$ cat src/rtl/switching_decision_stage_pkg.sv
// Shared constants and types for the switching decision stage.
package switching_decision_stage_pkg;
   localparam int unsigned PIXEL_W     = 8;
   localparam int unsigned COUNT_W     = 16;
   localparam logic [PIXEL_W-1:0] DEFAULT_THR = 8'd20;
   localparam logic [PIXEL_W-1:0] PIXEL_MAX   = {PIXEL_W{1'b1}};

   typedef logic [PIXEL_W-1:0] pixel_t;
endpackage

$ cat src/rtl/switching_decision_stage_noise_frame_counter.sv
// Per-frame saturating noisy-pixel counter with frame-end report pulse.
module noise_frame_counter #(
   parameter int unsigned COUNT_W = 16
) (
   input  logic               clk,
   input  logic               reset,
   input  logic               inc_i,
   input  logic               frame_end_i,
   output logic [COUNT_W-1:0] count_o,
   output logic               count_valid_o
);
   localparam logic [COUNT_W-1:0] CNT_MAX = {COUNT_W{1'b1}};

   logic [COUNT_W-1:0] cnt_q, cnt_d;
   logic [COUNT_W-1:0] count_q;
   logic               cv_q;

   // Saturating increment including the current pixel.
   always_comb begin
      cnt_d = cnt_q;
      if (inc_i && (cnt_q != CNT_MAX)) cnt_d = cnt_q + 1'b1;
   end

   // Frame end reports the total (current pixel included) and restarts from zero,
   // so the frame's last pixel never leaks into the next frame.
   always_ff @(posedge clk) begin
      if (reset) begin
         cnt_q   <= '0;
         count_q <= '0;
         cv_q    <= 1'b0;
      end else if (frame_end_i) begin
         cnt_q   <= '0;
         count_q <= cnt_d;
         cv_q    <= 1'b1;
      end else begin
         cnt_q   <= cnt_d;
         cv_q    <= 1'b0;
      end
   end

   assign count_o       = count_q;
   assign count_valid_o = cv_q;
endmodule

$ cat src/rtl/switching_decision_stage.sv
// Threshold compare and MV/CV switch; classifies each pixel noisy or clean.
module switching_decision_stage
   import switching_decision_stage_pkg::*;
#(
   parameter int unsigned      PIXEL_W     = switching_decision_stage_pkg::PIXEL_W,
   parameter logic [PIXEL_W-1:0] DEFAULT_THR = switching_decision_stage_pkg::DEFAULT_THR,
   parameter int unsigned      COUNT_W     = switching_decision_stage_pkg::COUNT_W,
   parameter bit               EXTREME_EN  = 1'b1
) (
   input  logic               Clk,
   input  logic               Reset,
   input  logic [PIXEL_W-1:0] CV,
   input  logic [PIXEL_W-1:0] MV,
   input  logic [PIXEL_W-1:0] AD,
   input  logic               In_Valid,
   input  logic               Bypass,
   input  logic               Thr_Load,
   input  logic [PIXEL_W-1:0] Thr_In,
   input  logic               Frame_End,
   output logic               Out_Valid,
   output logic [PIXEL_W-1:0] Out_Pixel,
   output logic               Noisy_Flag,
   output logic [COUNT_W-1:0] Noisy_Count,
   output logic               Count_Valid
);
   localparam logic [PIXEL_W-1:0] PMAX = {PIXEL_W{1'b1}};

   logic [PIXEL_W-1:0] cv_a_q;
   logic [PIXEL_W-1:0] thr_q;
   logic               out_valid_q;
   logic [PIXEL_W-1:0] out_pixel_q, out_pixel_d;
   logic               noisy_flag_q;
   logic               extreme;
   logic               noisy;

   // CV_A lines up with AD: the upstream stage registered CV once before subtracting.
   always_ff @(posedge Clk) begin
      if (Reset) cv_a_q <= '0;
      else       cv_a_q <= CV;
   end

   // Threshold register; a load only affects pixels from the next cycle on.
   always_ff @(posedge Clk) begin
      if (Reset)         thr_q <= DEFAULT_THR;
      else if (Thr_Load) thr_q <= Thr_In;
   end

   // Strict unsigned compare plus optional salt-and-pepper detection.
   always_comb begin
      extreme     = EXTREME_EN && ((cv_a_q == '0) || (cv_a_q == PMAX));
      noisy       = !Bypass && ((AD > thr_q) || extreme);
      out_pixel_d = noisy ? MV : cv_a_q;
   end

   // Output register; pixel and flag hold when no pixel arrives.
   always_ff @(posedge Clk) begin
      if (Reset) begin
         out_valid_q  <= 1'b0;
         out_pixel_q  <= '0;
         noisy_flag_q <= 1'b0;
      end else begin
         out_valid_q <= In_Valid;
         if (In_Valid) begin
            out_pixel_q  <= out_pixel_d;
            noisy_flag_q <= noisy;
         end
      end
   end

   noise_frame_counter #(.COUNT_W(COUNT_W)) u_cnt (
      .clk          (Clk),
      .reset        (Reset),
      .inc_i        (In_Valid & noisy),
      .frame_end_i  (Frame_End),
      .count_o      (Noisy_Count),
      .count_valid_o(Count_Valid)
   );

   assign Out_Valid  = out_valid_q;
   assign Out_Pixel  = out_pixel_q;
   assign Noisy_Flag = noisy_flag_q;
endmodule

$ cat config.mk
export PLATFORM = sky130hd
export DESIGN_NAME = switching_decision_stage
export DESIGN_NICKNAME = d
export VERILOG_FILES = /design/src/rtl/switching_decision_stage_pkg.sv /design/src/rtl/switching_decision_stage_noise_frame_counter.sv /design/src/rtl/switching_decision_stage.sv
export SDC_FILE = /design/constraint.sdc
export NUM_CORES = 1
export LEC_CHECK = 0
export CORE_MARGIN = 3
export CORE_UTILIZATION = 44
export DETAILED_ROUTE_END_ITERATION = 10
export GPL_ROUTABILITY_DRIVEN = 0
export GPL_TIMING_DRIVEN = 0
export PLACE_DENSITY = 0.75
export REMOVE_ABC_BUFFERS = 1
export SYNTH_ARGS = -nofsm -noshare
export SYNTH_HDL_FRONTEND = slang
export SYNTH_HIERARCHICAL = 1
export SYNTH_SLANG_ARGS = --single-unit
$ cat constraint.sdc
create_clock -name Clk -period 3.1 [get_ports Clk]
set_input_delay 0.62 -clock Clk [delete_from_list [all_inputs] [get_ports Clk]]
set_output_delay 0.62 -clock Clk [all_outputs]
set_load 0.05 [all_outputs]
==> impl_metrics.json, run 1 <==
{
  "clk_pin_slew_ps": 70,
  "cts_root_buf": "clkbuf_8",
  "power.total_uw": 1750,
  "dp_hpwl_microns": 4520,
  "max_stage_delay_ps": 670,
  "min_period_ps": 3000,
  "routed_wl_microns": 7180,
  "io_pins": 65,
  "rr_startpoint": "cv_a_q[4]",
  "fmax_ghz": 0.334,
  "grt_max_degree": 29,
  "rsz0062_at_grt": "false",
  "p_per_area_nw_per_um2": 462,
  "hold_viol_final": 0,
  "die_h_microns": 84.0,
  "worst-r2r-cell-count": 9,
  "status": "finished clean",
  "ant_nets": 0,
  "antenna_found_initial": 0,
  "crit_chain": "clkdlybuf4s50_1 > clkinvlp_4 > a211o_1 > inv_2 > nand4_4 > or3_4 > or4_4 > a311oi_2",
  "peakVddDrop_v": 0.000260,
  "fin_hold_ws_ps": 459,
  "wl_per_cell_microns": 16.0,
  "num_rows": 27,
  "overflow": 0,
  "crit_start": "In_Valid",
  "finalSetupViolCount": 0,
  "worstMarginPinSlew_ps": 1110,
  "coreArea_sq_um": 5680,
  "clk_latency_ps": 330,
  "grt_pass1_wl_microns": 10900,
  "synth_edf_count": 0,
  "clkSinkCount": 59,
  "r2r_end": "u_cnt/count_o[15]",
  "synthesis.area_sq_um": 2670,
  "cts_tree": "yes",
  "slew_viol_final": 0,
  "cts_hold_buf": 0,
  "cp-start-kind": "primary input",
  "avgSynthCellArea_sq_um": 9.03,
  "start_util_pct": 47.1,
  "vias": 2611,
  "grt_use_total_pct": 19.2,
  "utilization_pct": 66.6,
  "drt_first_pass_iters": 5,
  "h-tree-depth": 3,
  "final_common_cell": "dfxtp_1",
  "crit_arrival_ps": 3230,
  "slew_headroom_pct": 25.8,
  "fp.dieArea_sq_um": 7050,
  "reg2reg_slack_ps": 130,
  "port_buffers": 64,
  "ys_async_sr_fraction_pct": 0,
  "power.leakage_uw": 0.00147,
  "setup-tns-final_ps": 0,
  "diodes": 0,
  "drv_cap": 0,
  "ys_seq_area_share_pct": 44.2,
  "clock_path_buffers": 2,
  "drc": 0,
  "nNetsFinal": 419,
  "hp-class": "flip-flop to flip-flop",
  "crit_path_top_delay_cell": "clkdlybuf4s50_1",
  "yosysTopAreaCellShare_pct": 44.2,
  "vias_per_cell": 5.82,
  "critical_path_class": "primary input to flip-flop",
  "clock_skew_ps": 4.95,
  "critPathRequiredTime_ps": 3330,
  "area_growth_pct": 41.4,
  "synth_area_leaders": "dfxtp_1 44%, ha_1 4.2%, nor2_1 4.2%, o21ai_0 3.9%, mux2i_1 3.0%",
  "period_share_pct": 96.7,
  "cts_buffers": 9,
  "worstSetupEndpointType": "flip-flop",
  "drt-initial-drc-count": 143,
  "layout-drive-gt1-share_pct": 14.3,
  "final_cell_mix": "59 x dfxtp_1, 56 x clkdlybuf4s50_1, 30 x nor2_1",
  "ys.flop_type": "dfxtp_1",
  "endpoint": "u_cnt/count_o[15]",
  "critical_path.max_fanout": 9,
  "grt_pass1_vias": 2397,
  "die_x_microns": 84.0,
  "synth.distinct_cells": 47,
  "synth_cells": 296,
  "ys.warnings.count": 6,
  "synth_largest_area_cell": "dfxtp_1",
  "synth-seq-cells": 59
}
==> final cells by class <==
cell class / instances / area, sq um
inverter: 14 / 56.3
timing repair buffer: 79 / 777
clock inverter: 6 / 55.1
clock buffer: 10 / 138
multi-input combinational: 209 / 1480
fill: 447 / 1900
tap: 72 / 90.1
sequential: 59 / 1180
==> worst min path at each step <==
stage | from | endpoint | depth (start not counted)
2_1_floorplan | thr_q[2] | thr_q[2] | 2
3_3_place_gp | u_cnt/count_o[0] | u_cnt/count_o[0] | 2
3_5_place_dp | u_cnt/count_o[14] | u_cnt/count_o[14] | 2
4_1_cts | u_cnt/count_o[14] | u_cnt/count_o[14] | 2
5_1_grt | u_cnt/count_o[14] | u_cnt/count_o[14] | 2
6_report | u_cnt/count_o[14] | u_cnt/count_o[14] | 2
==> cell usage after synthesis (9+ instances only) <==
cell type,number
a211oi_1,9
o21ai_0,21
nor2_1,30
a2111oi_0,9
clkbuf_1,10
nor2b_1,9
ha_1,9
inv_1,13
nand2_1,20
a21oi_1,12
dfxtp_1,59
==> critical path, delay by kind of cell <==
family          cells  cell delay [ps]
buf+inv             3             1040
compound gates      2              580
simple gates        3              970
==> registers in the layout (all words and copies together) (netlist names) <==
name	flops
Noisy_Flag	1
Out_Pixel	8
Out_Valid	1
cv_a_q	8
thr_q	8
u_cnt/cnt_q	16
u_cnt/count_o	16
u_cnt/count_valid_o	1
==> report_power, final <==
part | switching (uW) | leakage, uW | total [uW] | internal [uW]
clock network | 294 | 0.000106 | 680 | 385
logic | 147 | 0.000887 | 268 | 121
registers | 14.2 | 0.000482 | 799 | 785
total | 455 | 0.00147 | 1750 | 1290
==> metal layers <==
layer	GRT usage [%]	routed length, microns	up-vias
li1	-	-	1254
met1	23.1	3090	1229
met2	32.0	3510	117
met3	6.61	515	11
met4	6.43	61	0
met5	0	0	-
==> through the flow <==
step	instances	area, sq um	setup slack [ps]
4_1_cts	439	3600	-11.6
5_1_grt	449	3780	61.4
6_report	449	3780	102
3_3_place_gp	418	3350	-788
2_1_floorplan	282	2620	-41.4
3_5_place_dp	418	3350	-823
==> kinds of logic (layout without fill, tap and decap cells) <==
family	Yosys count	count (layout)	synth area share, %
buffers and inverters	28	109	4.07
AO/OA/AOI/OAI	79	79	20.9
multiplexers	8	8	2.99
AND/OR/NAND/NOR	110	110	22.6
XOR/XNOR	3	3	0.983
flip-flops	59	59	44.2
adder cells (fa/ha/maj)	9	9	4.21
==> what timing repair did <==
item                                    in CTS  in global routing
gates resized for setup                      7                 19
buffers inserted                             5                 10
endpoints found under the hold margin        0                  0
gates cloned                                 0                  0
pin swaps                                    3                 16
endpoints found under the setup margin      17                 20
(Power assumes the default switching activity.)
==> run 2, diff against run 1 <==
--- a/config.mk
+++ b/config.mk
@@ -10,8 +10,9 @@
 export DETAILED_ROUTE_END_ITERATION = 10
 export GPL_ROUTABILITY_DRIVEN = 0
 export GPL_TIMING_DRIVEN = 0
-export PLACE_DENSITY = 0.75
+export PLACE_DENSITY_LB_ADDON = 0.12
 export REMOVE_ABC_BUFFERS = 1
+export SKIP_LAST_GASP = 1
 export SYNTH_ARGS = -nofsm -noshare
 export SYNTH_HDL_FRONTEND = slang
 export SYNTH_HIERARCHICAL = 1
==> run 2 against run 1 <==
  * Final area fell by 0.40%
  * Critical path depth up 2
  * Sequential power about the same
  * Combinational power down 4%
  * Final cell count down 1.3%
  * First-iteration DRC count down 22%
  * Via count down 4.7%
  * Global-route usage decreased by 0.69 points
  * Non-clock buffer count is 6 lower
  * Die area stayed put
  * Clock skew rose by 2.2 ps
==> impl_metrics.json, run 2 (same netlist as run 1, synthesis figures left out) <==
{
  "grt_max_degree": 29,
  "routed_wl_microns": 6620,
  "cp-start-kind": "primary input",
  "clock_skew_ps": 7.12,
  "worstSetupEndpointType": "flip-flop",
  "clk_latency_ps": 340,
  "grt_pass1_wl_microns": 10600,
  "place_area_sq_um": 3350,
  "critical_path.max_fanout": 4,
  "drc": 0,
  "clock_path_buffers": 2,
  "reg2reg_slack_ps": 150,
  "fmax_ghz": 0.329,
  "drv_cap": 0,
  "power.leakage_uw": 0.00145,
  "power.total_uw": 1850,
  "h-tree-depth": 3,
  "die_h_microns": 84.0,
  "slew_headroom_pct": 34.5,
  "nNetsFinal": 413,
  "stdcell_area_sq_um": 3760,
  "num_rows": 27,
  "area_growth_pct": 40.8,
  "min_period_ps": 3040,
  "overflow": 0,
  "diodes": 0,
  "io_pins": 65,
  "slew_viol_final": 0,
  "cts_buffers": 9,
  "crit_arrival_ps": 3270,
  "cts_hold_buf": 0,
  "hold_viol_final": 0,
  "p_per_area_nw_per_um2": 491,
  "final_common_cell": "dfxtp_1",
  "clk_pin_slew_ps": 70,
  "vias_per_cell": 5.61,
  "vias": 2487,
  "die_x_microns": 84.0,
  "antenna_found_initial": 0,
  "period_share_pct": 98.0,
  "dp_hpwl_microns": 4240,
  "final_cell_mix": "59 x dfxtp_1, 57 x clkdlybuf4s50_1, 30 x nor2_1",
  "wl_per_cell_microns": 14.9,
  "port_buffers": 64,
  "critPathRequiredTime_ps": 3330,
  "coreArea_sq_um": 5680,
  "start_util_pct": 47.1,
  "drt-initial-drc-count": 111,
  "peakVddDrop_v": 0.000314,
  "setup-tns-final_ps": 0,
  "drt_first_pass_iters": 4,
  "utilization_pct": 66.3,
  "grt_pass1_vias": 2296,
  "status": "finished clean",
  "clkSinkCount": 59,
  "critical_path_class": "primary input to flip-flop",
  "ant_nets": 0,
  "cts_root_buf": "clkbuf_8",
  "hp-class": "flip-flop to flip-flop",
  "grt_use_total_pct": 18.5,
  "fp.dieArea_sq_um": 7050,
  "cts_tree": "yes",
  "worstMarginPinSlew_ps": 979,
  "finalSetupViolCount": 0,
  "layout-drive-gt1-share_pct": 12.9
}
run 2: metrics by stage:
| step | hold slack (ps) | instances | worst slack (ps) |
|---|---|---|---|
| after floorplan | 459 | 282 | -41.4 |
| after global placement | 438 | 418 | -864 |
| after detailed placement | 441 | 418 | -873 |
| after CTS | 464 | 441 | -21.6 |
| after global routing | 482 | 443 | -18.8 |
| final | 457 | 443 | 62.1 |
run 2: power breakdown:
part | internal, uW | leakage [uW] | total [uW] | switching (uW)
registers | 784 | 0.000482 | 798 | 13.3
logic | 117 | 0.000844 | 258 | 141
clock network | 492 | 0.000119 | 792 | 300
total | 1390 | 0.00145 | 1850 | 454
run 2: final timing paths:
check / endpoint / depth (start not counted) / start
worst max-delay path: u_cnt/count_o[15] / 10 / AD[2]
worst min-delay path: Noisy_Flag / 2 / Noisy_Flag
worst max register to register: u_cnt/count_o[15] / 9 / cv_a_q[4]
worst min register to register: Noisy_Flag / 2 / Noisy_Flag
run 2: critical path, stage by stage:
cell and delay (ps):
clkdlybuf4s50_1 450, ha_4 290, o211ai_1 80, a21o_2 210, a211o_1 300, inv_2 90
nand4_4 80, or3_4 410, or4_4 490, a311oi_1 250
run 2: layer usage:
layer / vias up / routed length [microns] / track usage [%]
li1: 1240 / - / -
met1: 1151 / 2960 / 22.7
met2: 85 / 3100 / 29.3
met3: 11 / 420 / 5.43
met4: 0 / 145 / 9.80
met5: - / 0 / 0
run 2: repair_timing:
action,CTS,global route
pin swaps,5,16
resized for setup,9,15
buffers inserted,7,2
endpoints found under the setup margin,21,16
hold endpoints to repair,0,0
run 2: final cells by class:
class                      instances  area (sq um)
sequential                        59          1180
timing repair buffer              73           726
tap                               72          90.1
clock buffer                      11           151
inverter                          14          53.8
clock inverter                     5          75.1
multi-input combinational        209          1490
fill                             472          1910
==> patch: new RTL, settings of run 1 <==
The output `Out_Valid` loses its register stage (`out_valid_q` becomes a continuous assignment).
--- a/src/rtl/switching_decision_stage.sv
+++ b/src/rtl/switching_decision_stage.sv
@@ -55,17 +55,17 @@
    // Output register; pixel and flag hold when no pixel arrives.
    always_ff @(posedge Clk) begin
       if (Reset) begin
-         out_valid_q  <= 1'b0;
          out_pixel_q  <= '0;
          noisy_flag_q <= 1'b0;
       end else begin
-         out_valid_q <= In_Valid;
          if (In_Valid) begin
             out_pixel_q  <= out_pixel_d;
             noisy_flag_q <= noisy;
          end
       end
    end
+
+   assign out_valid_q = In_Valid;
 
    noise_frame_counter #(.COUNT_W(COUNT_W)) u_cnt (
       .clk          (Clk),
Check against the original RTL: not equivalent (a bounded check fails within 4 cycles, from zero or initial values and one cycle with Reset high).
==> patch against run 1 <==
Non-clock buffer count increased by 2; sequential cell count decreased by 1; synthesized cell count decreased by 0.34%; die area decreased by 0.57%; cell area increased by 0.76%; total power increased by 4.1%; synthesized area decreased by 0.61%; routed wire length decreased by 4.7%; worst setup slack got worse by 0.022 ns; critical endpoint unchanged.
==> patch: results (changes against run 1) <==
[status]
outcome=finished clean

[timing]
tightest_slew_ns=0.982  ; -0.127 ns
timing.hold.ws_ns=0.460  ; +0.000710 ns
clock_skew_ns=0.0130  ; +0.00804 ns

[critical_path]
r2r_slack_ns=0.16  ; +0.03 ns
critPathSlowestCell=or4_4
critPathMaxFanout=3  ; -6
cp_top_family=simple AND/OR/NAND/NOR gates
slowest_delay_ns=0.50  ; -0.17 ns
cp.arrival_ns=3.27  ; +0.04 ns

[placement]
pre_cts_slack_ns=-0.898  ; -0.0749 ns
place_area_mm2=0.00332  ; -0.71%
dp_hpwl_mm=4.38  ; -3.2%

[route]
dr_wl_met2_mm=3.31  ; -5.8%
met3_length_um=456  ; -11%
avgRoutedWirePerCell_um=15.2  ; -4.7%
met1Wirelength_mm=2.98  ; -3.7%
drt_iter0_drc=90  ; -37%
viasPerCell=5.63  ; -3.1%
firstDrtPassIters=4  ; -1

[clock_network]
ctsHtreeMaxLevel=3  ; unchanged
cts_resized=11  ; +4
insertion_delay_ns=0.35  ; +0.02 ns

[power]
pwr-share-seq_pct=43.1  ; -2.6 points
p_int_uw=1340  ; +4.0%
vdd_drop_max_uv=307  ; +18%
p_sw_uw=476  ; +4.5%
p_leak_uw=0.00147  ; -0.48%

[grt]
met1_usage_pct=23.3  ; +0.21 points
grt_max_degree=28  ; -3.4%
grt_pass1_wl_mm=11.0  ; +0.32%
grtUsageMet3_pct=5.73  ; -0.89 points
grtUsageTotal_pct=19.3  ; +0.033 points
grt_pass1_vias=2346  ; -2.1%

[synth]
synthAdderAreaFrac_pct=4.24  ; +0.026 points
synthArstFlopShare_pct=0  ; unchanged
ys_seq_area_share_pct=43.7  ; -0.48 points
synthXorXnorAreaFrac_pct=0.989  ; +0.0060 points
synthTopCellsByCount=dfxtp_1, nor2_1, o21ai_0
synth_compound_area_share_pct=21.0  ; +0.13 points
synth_mux_area_share_pct=3.01  ; +0.018 points
synth_area_leaders=dfxtp_1, ha_1, nor2_1

[hold_path]
min_from=u_cnt/count_o[10]
hold_end=u_cnt/count_o[10]
worstHoldPathCells=2  ; unchanged

[finish]
nFillCells=440  ; -1.6%
nNetsFinal=419  ; unchanged
multi_input_area_mm2=0.00150  ; +1.0%

[patch: changes by cell type after synthesis]
cell / change
nor2_1: -1
inv_1: +1
dfxtp_1: -1
clkinv_1: -1
buf_4: +1
[patch: layout make-up]
| type | count | area share [%] |
|---|---|---|
| inverter | 14 | 1.48 |
| timing repair buffer | 81 | 20.6 |
| clock buffer | 9 | 3.25 |
| tap | 72 | 2.37 |
| multi-input combinational | 208 | 39.3 |
| sequential | 58 | 30.5 |
| clock inverter | 7 | 2.46 |
[patch: how the worst max path moves through the flow]
stage	endpoint	slack, ns	start	depth (start not counted)
2_1_floorplan	u_cnt/count_o[15]	-0.04	AD[1]	10
3_5_place_dp	u_cnt/count_o[15]	-0.90	AD[7]	11
6_report	u_cnt/count_o[15]	0.08	AD[1]	11
5_1_grt	u_cnt/count_o[15]	-0.03	AD[1]	11
4_1_cts	u_cnt/count_o[15]	0.01	AD[0]	12
3_3_place_gp	u_cnt/count_o[15]	-0.82	AD[7]	11
